===== src/rtl/block_allocator.sv =====
// block_allocator: next-fit allocator of fixed-size blocks kept in an external
// single-port RAM. Each block's first word carries an allocated flag in its MSB.
// Block 0 is reserved and never handed out.
module block_allocator #(
  parameter int unsigned ADDR_WIDTH  = 10,
  parameter int unsigned DATA_WIDTH  = 32,
  parameter int unsigned BLOCK_WORDS = 32
) (
  input  logic                  clock,
  input  logic                  reset,
  input  logic                  alloc_req,
  input  logic                  free_req,
  input  logic [ADDR_WIDTH-1:0] free_address,
  output logic                  busy,
  output logic                  done,
  output logic                  addr_found,
  output logic [ADDR_WIDTH-1:0] out_address,
  output logic                  full,
  output logic                  error,
  output logic [ADDR_WIDTH-1:0] ram_address,
  output logic [DATA_WIDTH-1:0] ram_data,
  output logic                  ram_wren,
  input  logic [DATA_WIDTH-1:0] ram_q
);

  localparam int unsigned NUM_BLOCKS = (2 ** ADDR_WIDTH) / BLOCK_WORDS;
  // Scan counter only has to reach NUM_BLOCKS-2 (index of the last usable header)
  localparam int unsigned CNT_W      = (NUM_BLOCKS > 2) ? $clog2(NUM_BLOCKS - 1) : 1;

  localparam logic [ADDR_WIDTH-1:0] STRIDE     = ADDR_WIDTH'(BLOCK_WORDS);
  localparam logic [ADDR_WIDTH-1:0] LAST_BASE  = ADDR_WIDTH'((NUM_BLOCKS - 1) * BLOCK_WORDS);
  localparam logic [ADDR_WIDTH-1:0] ALIGN_MASK = ADDR_WIDTH'(BLOCK_WORDS - 1);
  localparam logic [CNT_W-1:0]      LAST_CNT   = CNT_W'(NUM_BLOCKS - 2);
  localparam logic [DATA_WIDTH-1:0] CLAIM_WORD = {1'b1, {(DATA_WIDTH - 1){1'b0}}};

  typedef enum logic [2:0] {
    S_IDLE,
    S_READ,
    S_CHECK,
    S_CLAIM,
    S_FREE_WR,
    S_DONE
  } state_e;

  state_e                state_q, state_d;
  logic [ADDR_WIDTH-1:0] ptr_q, ptr_d;
  logic [CNT_W-1:0]      cnt_q, cnt_d;
  logic                  busy_q, busy_d;
  logic                  done_q, done_d;
  logic                  addr_found_q, addr_found_d;
  logic [ADDR_WIDTH-1:0] out_address_q, out_address_d;
  logic                  full_q, full_d;
  logic                  error_q, error_d;
  logic [ADDR_WIDTH-1:0] ram_address_q, ram_address_d;
  logic [DATA_WIDTH-1:0] ram_data_q, ram_data_d;
  logic                  ram_wren_q, ram_wren_d;

  logic                  free_bad_c;
  logic [ADDR_WIDTH-1:0] ptr_next_c;

  // Successor block base, wrapping from the last block back to block 1
  always_comb begin
    ptr_next_c = (ptr_q == LAST_BASE) ? STRIDE : ptr_q + STRIDE;
  end

  // A release address is rejected if it is block 0, misaligned or past the last block
  always_comb begin
    free_bad_c = (free_address == '0) ||
                 ((free_address & ALIGN_MASK) != '0) ||
                 (free_address > LAST_BASE);
  end

  // Next-state and next-output logic; outputs are computed for the state being entered
  always_comb begin
    state_d       = state_q;
    ptr_d         = ptr_q;
    cnt_d         = cnt_q;
    addr_found_d  = addr_found_q;
    out_address_d = out_address_q;
    full_d        = full_q;
    error_d       = error_q;
    ram_address_d = ram_address_q;

    unique case (state_q)
      S_IDLE: begin
        if (free_req) begin
          addr_found_d = 1'b0;
          full_d       = 1'b0;
          if (free_bad_c) begin
            error_d = 1'b1;
            state_d = S_DONE;
          end else begin
            error_d       = 1'b0;
            ram_address_d = free_address;
            state_d       = S_FREE_WR;
          end
        end else if (alloc_req) begin
          addr_found_d  = 1'b0;
          full_d        = 1'b0;
          error_d       = 1'b0;
          ram_address_d = ptr_q;
          cnt_d         = '0;
          state_d       = S_READ;
        end
      end

      S_READ: begin
        state_d = S_CHECK;
      end

      S_CHECK: begin
        if (!ram_q[DATA_WIDTH-1]) begin
          state_d = S_CLAIM;
        end else begin
          // Advancing on every rejection returns ptr to its start after a full lap
          ptr_d = ptr_next_c;
          if (cnt_q == LAST_CNT) begin
            full_d  = 1'b1;
            state_d = S_DONE;
          end else begin
            cnt_d         = cnt_q + CNT_W'(1);
            ram_address_d = ptr_next_c;
            state_d       = S_READ;
          end
        end
      end

      S_CLAIM: begin
        addr_found_d  = 1'b1;
        out_address_d = ptr_q;
        ptr_d         = ptr_next_c;
        state_d       = S_DONE;
      end

      S_FREE_WR: begin
        state_d = S_DONE;
      end

      S_DONE: begin
        state_d = S_IDLE;
      end

      default: begin
        state_d = S_IDLE;
      end
    endcase

    busy_d     = (state_d != S_IDLE);
    done_d     = (state_d == S_DONE);
    ram_wren_d = (state_d == S_CLAIM) || (state_d == S_FREE_WR);
    ram_data_d = (state_d == S_CLAIM) ? CLAIM_WORD : '0;
  end

  // State, scan pointer and registered outputs; reset aborts any in-flight request
  always_ff @(posedge clock or posedge reset) begin
    if (reset) begin
      state_q       <= S_IDLE;
      ptr_q         <= STRIDE;
      cnt_q         <= '0;
      busy_q        <= 1'b0;
      done_q        <= 1'b0;
      addr_found_q  <= 1'b0;
      out_address_q <= '0;
      full_q        <= 1'b0;
      error_q       <= 1'b0;
      ram_address_q <= '0;
      ram_data_q    <= '0;
      ram_wren_q    <= 1'b0;
    end else begin
      state_q       <= state_d;
      ptr_q         <= ptr_d;
      cnt_q         <= cnt_d;
      busy_q        <= busy_d;
      done_q        <= done_d;
      addr_found_q  <= addr_found_d;
      out_address_q <= out_address_d;
      full_q        <= full_d;
      error_q       <= error_d;
      ram_address_q <= ram_address_d;
      ram_data_q    <= ram_data_d;
      ram_wren_q    <= ram_wren_d;
    end
  end

  assign busy        = busy_q;
  assign done        = done_q;
  assign addr_found  = addr_found_q;
  assign out_address = out_address_q;
  assign full        = full_q;
  assign error       = error_q;
  assign ram_address = ram_address_q;
  assign ram_data    = ram_data_q;
  assign ram_wren    = ram_wren_q;

endmodule


===== config.mk =====
export PLATFORM = sky130hd
export DESIGN_NAME = block_allocator
export DESIGN_NICKNAME = d
export VERILOG_FILES = /design/src/rtl/block_allocator.sv
export SDC_FILE = /design/constraint.sdc
export NUM_CORES = 1
export LEC_CHECK = 0
export CAP_MARGIN = 20
export CORE_ASPECT_RATIO = 1.75
export CORE_MARGIN = 4
export CORE_UTILIZATION = 45
export DETAILED_ROUTE_END_ITERATION = 10
export PLACE_DENSITY = 0.89
export SYNTH_ARGS = -nofsm -noshare
export SYNTH_HDL_FRONTEND = slang
export SYNTH_SLANG_ARGS = --single-unit
export TNS_END_PERCENT = 10

===== constraint.sdc =====
create_clock -name clock -period 3.8 [get_ports clock]
set_input_delay 0.76 -clock clock [delete_from_list [all_inputs] [get_ports clock]]
set_output_delay 0.76 -clock clock [all_outputs]
set_load 0.1 [all_outputs]

==> reports/results.tsv, run 1 <==
metric	value	unit
outcome	completed	
netlist-cell-type-count	44	
async_reset_ff_share	100	%
layout-area-overhead-vs-synth	17.6	%
finClkSkew	6.40	ps
grt_setup_unrepaired	false	
final_cell_mix	dfrtp_1 (44), clkdlybuf4s50_1 (41), conb_1 (31)	
diodes	0	
maxSlewHeadroom	34.0	%
ioPinCount	104	
synth_seq_area_share	48.3	%
portBuffers	41	
synth_edf_count	0	
p_per_area	919	nW/um^2
stdcell_area	2750	sq um
die_w	62.5	microns
start_util	46.5	%
period_minus_slack	2780	ps
wl_per_cell	15.4	microns
mappedNetlistArea	2340	sq um
drc	0	
worst_pin_slew	987	ps
period_share	73.1	%
avgSynthCellArea	11.0	sq um
final_nets	299	
layout-drive-gt1-share	16.0	%
crit_type	in2reg	
post_cts_buffers	0	
finalSetupTns	0	ps
final_antenna_net_count	0	
synth_warnings	0	
core	5020	sq um
place_area	2660	sq um
grt_usage	15.0	%
ys_ff_latch	45	
clock_path_buffers	2	
detail_route.first_pass.iterations	4	
final_common_cell	dfrtp_1	
ff_latch_area	1130	sq um
hold_viol	0	
vias_per_cell	5.22	
overflow	0	
htree_levels	2	
fill_cells	426	
max_freq	0.360	GHz
dp_hpwl	3680	microns
wl	4670	microns
vdd_ir_drop_max	0.583	mV
postCtsHoldBufs	0	
antenna_found_initial	0	
hold_slack	443	ps
grt_max_degree	26	
worstPathRequired	3980	ps
hold_class	reg2reg	
arrival	2960	ps
max-cap-violations	0	
clock-root-buffer	clkbuf_8	
leakage	1.26	nW
slew_violations	0	
cts_inserted_buffers	5	
final-setup-viol-count	0	
die-height	103	microns
clock_sinks	45	
core.rowCount	34	
multiInputGateArea	1030	sq um
drtIter0Drc	31	
gp_congestion	0.830	
grt_pass1_vias	1589	
grt_pass1_wl	7510	microns
start_kind	input pin	
clk_latency	290	ps
crit_fanout	10	
die-area	6450	sq um
synth_cells	213	
ctsResizeCount	0	
endpoint_kind	flip-flop	
p_total	0.00252	W
ys.flop_type	dfrtp_1	
cts_tree	yes	
vias	1586	
clk_pin_slew	80	ps
==> registers in the layout, summed over array words and instances (netlist names) <==
name	flops
error	1
ram_data	1
ptr_q	10
full	1
state_q	3
addr_found	1
ram_wren	1
ram_address	10
done	1
busy	1
out_address	10
cnt_q	5
==> logic make-up after synthesis <==
| kind of cell | after synthesis | share of synthesized area (%) |
|---|---|---|
| adder cells (fa/ha/maj) | 3 | 1.61 |
| AND/OR/NAND/NOR | 55 | 11.8 |
| multiplexers | 30 | 14.2 |
| XOR/XNOR | 6 | 2.25 |
| flip-flops | 45 | 48.3 |
| AO/OA/AOI/OAI | 27 | 9.11 |
| other | 1 | 0.161 |
| buffers and inverters | 46 | 12.5 |
==> metal layers <==
metal	up-vias	global-route usage (%)	share of wire, %	wire length (microns)
met5	-	0	0	0
met3	13	3.78	6.4	299
met1	757	14.8	35	1650
met2	71	29.4	56	2600
met4	0	6.29	2.7	127
li1	745	-	-	-
==> final cells by class <==
type,count,share of cell area (%)
Clock buffer,6,3.01
Inverter,4,0.547
Multi-Input combinational cell,152,37.4
Sequential cell,45,41.0
Timing Repair Buffer,42,15.2
Clock inverter,1,0.273
Tap cell,54,2.46
==> power breakdown <==
group	total (W)	switching (W)	leakage, nW	internal [W]
clock network	0.000301	0.000158	0.0433	0.000144
logic	0.00148	0.00108	0.631	0.000397
registers	0.000745	0.000125	0.588	0.000621
total	0.00252	0.00136	1.26	0.00116
==> cell usage after synthesis (all sizes together), types with 4 or more instances <==
| library cell | instances | share of area [%] |
|---|---|---|
| o22ai | 4 | 1.3 |
| clkbuf | 6 | 0.96 |
| buf | 36 | 11 |
| mux2i | 4 | 1.7 |
| mux2 | 26 | 13 |
| and3 | 4 | 1.1 |
| dfrtp | 44 | 47 |
| inv | 4 | 0.64 |
| xor2 | 5 | 1.9 |
| nand3 | 6 | 1.3 |
| nor2 | 13 | 2.1 |
| o21ai | 7 | 1.5 |
| nand2 | 16 | 2.6 |
| a21oi | 4 | 0.86 |
==> worst paths after layout <==
check,from,to,slack (ps),cells after the start
max in group asynchronous,reset,ptr_q[5],2240,3
min in group asynchronous,reset,out_address[6],800,2
setup reg to reg,state_q[2],ram_address[4],1560,5
hold / removal,ptr_q[1],ptr_q[1],440,0
hold reg to reg,ptr_q[1],ptr_q[1],440,0
setup / recovery,free_address[1],ram_address[4],1020,6
==> worst max-delay path, cell delays in order <==
cell and delay, ps:
clkdlybuf4s50_1 440, or3_4 410, a2111oi_4 350, nand2_1 190, a31oi_4 420, mux2_2 380
==> stage by stage <==
stage / setup slack, ps / util, % / std cells
finish: 1020 / 54.7 / 304
global route: 937 / 54.7 / 304
CTS: 1030 / 54.7 / 304
detailed placement: 713 / 52.9 / 297
global placement: 760 / 52.9 / 297
floorplan: 1360 / - / 243
No activity file was read; power rests on OpenSTA's default activity.
==> run 2, diff against run 1 <==
--- a/config.mk
+++ b/config.mk
@@ -8,9 +8,9 @@
 export CAP_MARGIN = 20
 export CORE_ASPECT_RATIO = 1.75
 export CORE_MARGIN = 4
-export CORE_UTILIZATION = 45
+export CORE_UTILIZATION = 38
 export DETAILED_ROUTE_END_ITERATION = 10
-export PLACE_DENSITY = 0.89
+export PLACE_DENSITY = 0.81
 export SYNTH_ARGS = -nofsm -noshare
 export SYNTH_HDL_FRONTEND = slang
 export SYNTH_SLANG_ARGS = --single-unit
==> constraint.sdc (replaced) <==
create_clock -name clock -period 2.4 [get_ports clock]
set_input_delay 0.48 -clock clock [delete_from_list [all_inputs] [get_ports clock]]
set_output_delay 0.48 -clock clock [all_outputs]
set_load 0.1 [all_outputs]
==> reports/results.tsv, run 2 (synthesis results as in run 1) <==
metric	value	unit
worstPathRequired	2580	ps
maxSlewHeadroom	50.2	%
reg2reg_to	ram_address[9]	
final_cell_mix	dfrtp_1 (44), buf_4 (36), conb_1 (31)	
leakage	1.37	nW
clk_pin_slew	80	ps
max_freq	0.455	GHz
finClkSkew	6.38	ps
vias_per_cell	4.75	
outcome	completed	
worst_pin_slew	743	ps
overflow	0	
finalSetupTns	0	ps
start_kind	input pin	
vias	1611	
crit_fanout	10	
start_util	39.4	%
r2r_start	state_q[0]	
core.rowCount	37	
arrival	2380	ps
endpoint_kind	flip-flop	
grt_usage	12.9	%
htree_levels	2	
final-setup-viol-count	0	
hp-start	ptr_q[1]	
period_minus_slack	2200	ps
drc	0	
vdd_ir_drop_max	0.750	mV
slew_violations	0	
layout-drive-gt1-share	30.3	%
core	5930	sq um
detail_route.first_pass.iterations	4	
grt_pass1_wl	7410	microns
clock_path_buffers	2	
hold_class	reg2reg	
die_w	67.3	microns
die-area	7520	sq um
stdcell_count	339	
whs_endpoint	ptr_q[1]	
ioPinCount	104	
hold_viol	0	
wl_per_cell	13.8	microns
period_share	91.7	%
clock_sinks	45	
final_common_cell	dfrtp_1	
grt_max_degree	26	
wl	4680	microns
p_total	0.00416	W
crit_type	in2reg	
worst-r2r-setup-slack	410	ps
grt_setup_unrepaired	false	
final_nets	309	
p_per_area	1470	nW/um^2
antenna_found_initial	0	
rr_worst_depth	6	
min_path_cells	0	
portBuffers	41	
clk_latency	300	ps
clock-root-buffer	clkbuf_8	
diodes	0	
die-height	112	microns
cts_tree	yes	
drtIter0Drc	61	
max-cap-violations	0	
cts_inserted_buffers	5	
utilization	47.9	%
dp_hpwl	3770	microns
grt_pass1_vias	1533	
hold_slack	427	ps
gp_congestion	0.900	
final_antenna_net_count	0	
layout-area-overhead-vs-synth	21.4	%
placed_cells	331	
run 2: cell count changes in the layout (fill, tap and decap cells not counted), sizes merged:
cell	change
buf	+37
clkbuf	-1
clkinv	+1
clkdlybuf4s50	-27
bufinv	+1
run 2: timing repair:
action / CTS / global route
setup buffers: 0 / 0
endpoints found under the setup margin: 0 / 10
resized for setup: 0 / 1
hold buffers: 0 / 0
run 2: where the power goes:
group / internal [W] / switching [W]
Combinational: 0.000688 / 0.00177
Clock: 0.000311 / 0.000253
Sequential: 0.000983 / 0.000153
Total: 0.00198 / 0.00218
run 2: worst max path at each step:
stage | start | end | slack (ps) | cells after the start
floorplan | free_address[1] | ram_address[0] | 240 | 5
global placement | free_address[1] | ram_address[5] | -250 | 7
detailed placement | free_address[1] | ram_address[6] | -270 | 7
CTS | free_address[1] | ram_address[6] | 40 | 7
global route | free_address[1] | ram_address[6] | 110 | 7
finish | free_address[1] | ram_address[9] | 200 | 7
run 2: per-stage QoR:
stage	setup slack (ps)	instance area [sq um]
6_report	200	2840
4_1_cts	38.6	2830
2_1_floorplan	240	2450
5_1_grt	106	2840
3_3_place_gp	-251	2720
3_5_place_dp	-274	2720
run 2: routing by layer:
metal	up-vias	track usage [%]	part of all wire, %
li1	771	-	-
met1	773	14.0	36
met2	59	23.6	56
met3	8	2.93	7.2
met4	0	4.07	1.6
met5	-	0	0
run 2: final cells by class:
cell class | instances | area (sq um)
Tap cell | 78 | 97.6
Timing Repair Buffer | 52 | 450
Fill cell | 547 | 3090
Clock inverter | 3 | 46.3
Inverter | 4 | 15.0
Clock buffer | 5 | 68.8
Sequential cell | 45 | 1130
Multi-Input combinational cell | 152 | 1030
run 2: worst max-delay path, stage by stage:
cell and delay, ps:
clkdlybuf4s50_1 420, or3_4 400, a2111oi_4 240, nand2_2 120
a31oi_4 230, buf_12 150, mux2_2 330
==> run 3, diff against run 2 <==
--- a/config.mk
+++ b/config.mk
@@ -5,7 +5,6 @@
 export SDC_FILE = /design/constraint.sdc
 export NUM_CORES = 1
 export LEC_CHECK = 0
-export CAP_MARGIN = 20
 export CORE_ASPECT_RATIO = 1.75
 export CORE_MARGIN = 4
 export CORE_UTILIZATION = 38
==> results of run 3 <==
Same layout as run 2: the final DEF is identical, and so are final timing and power.
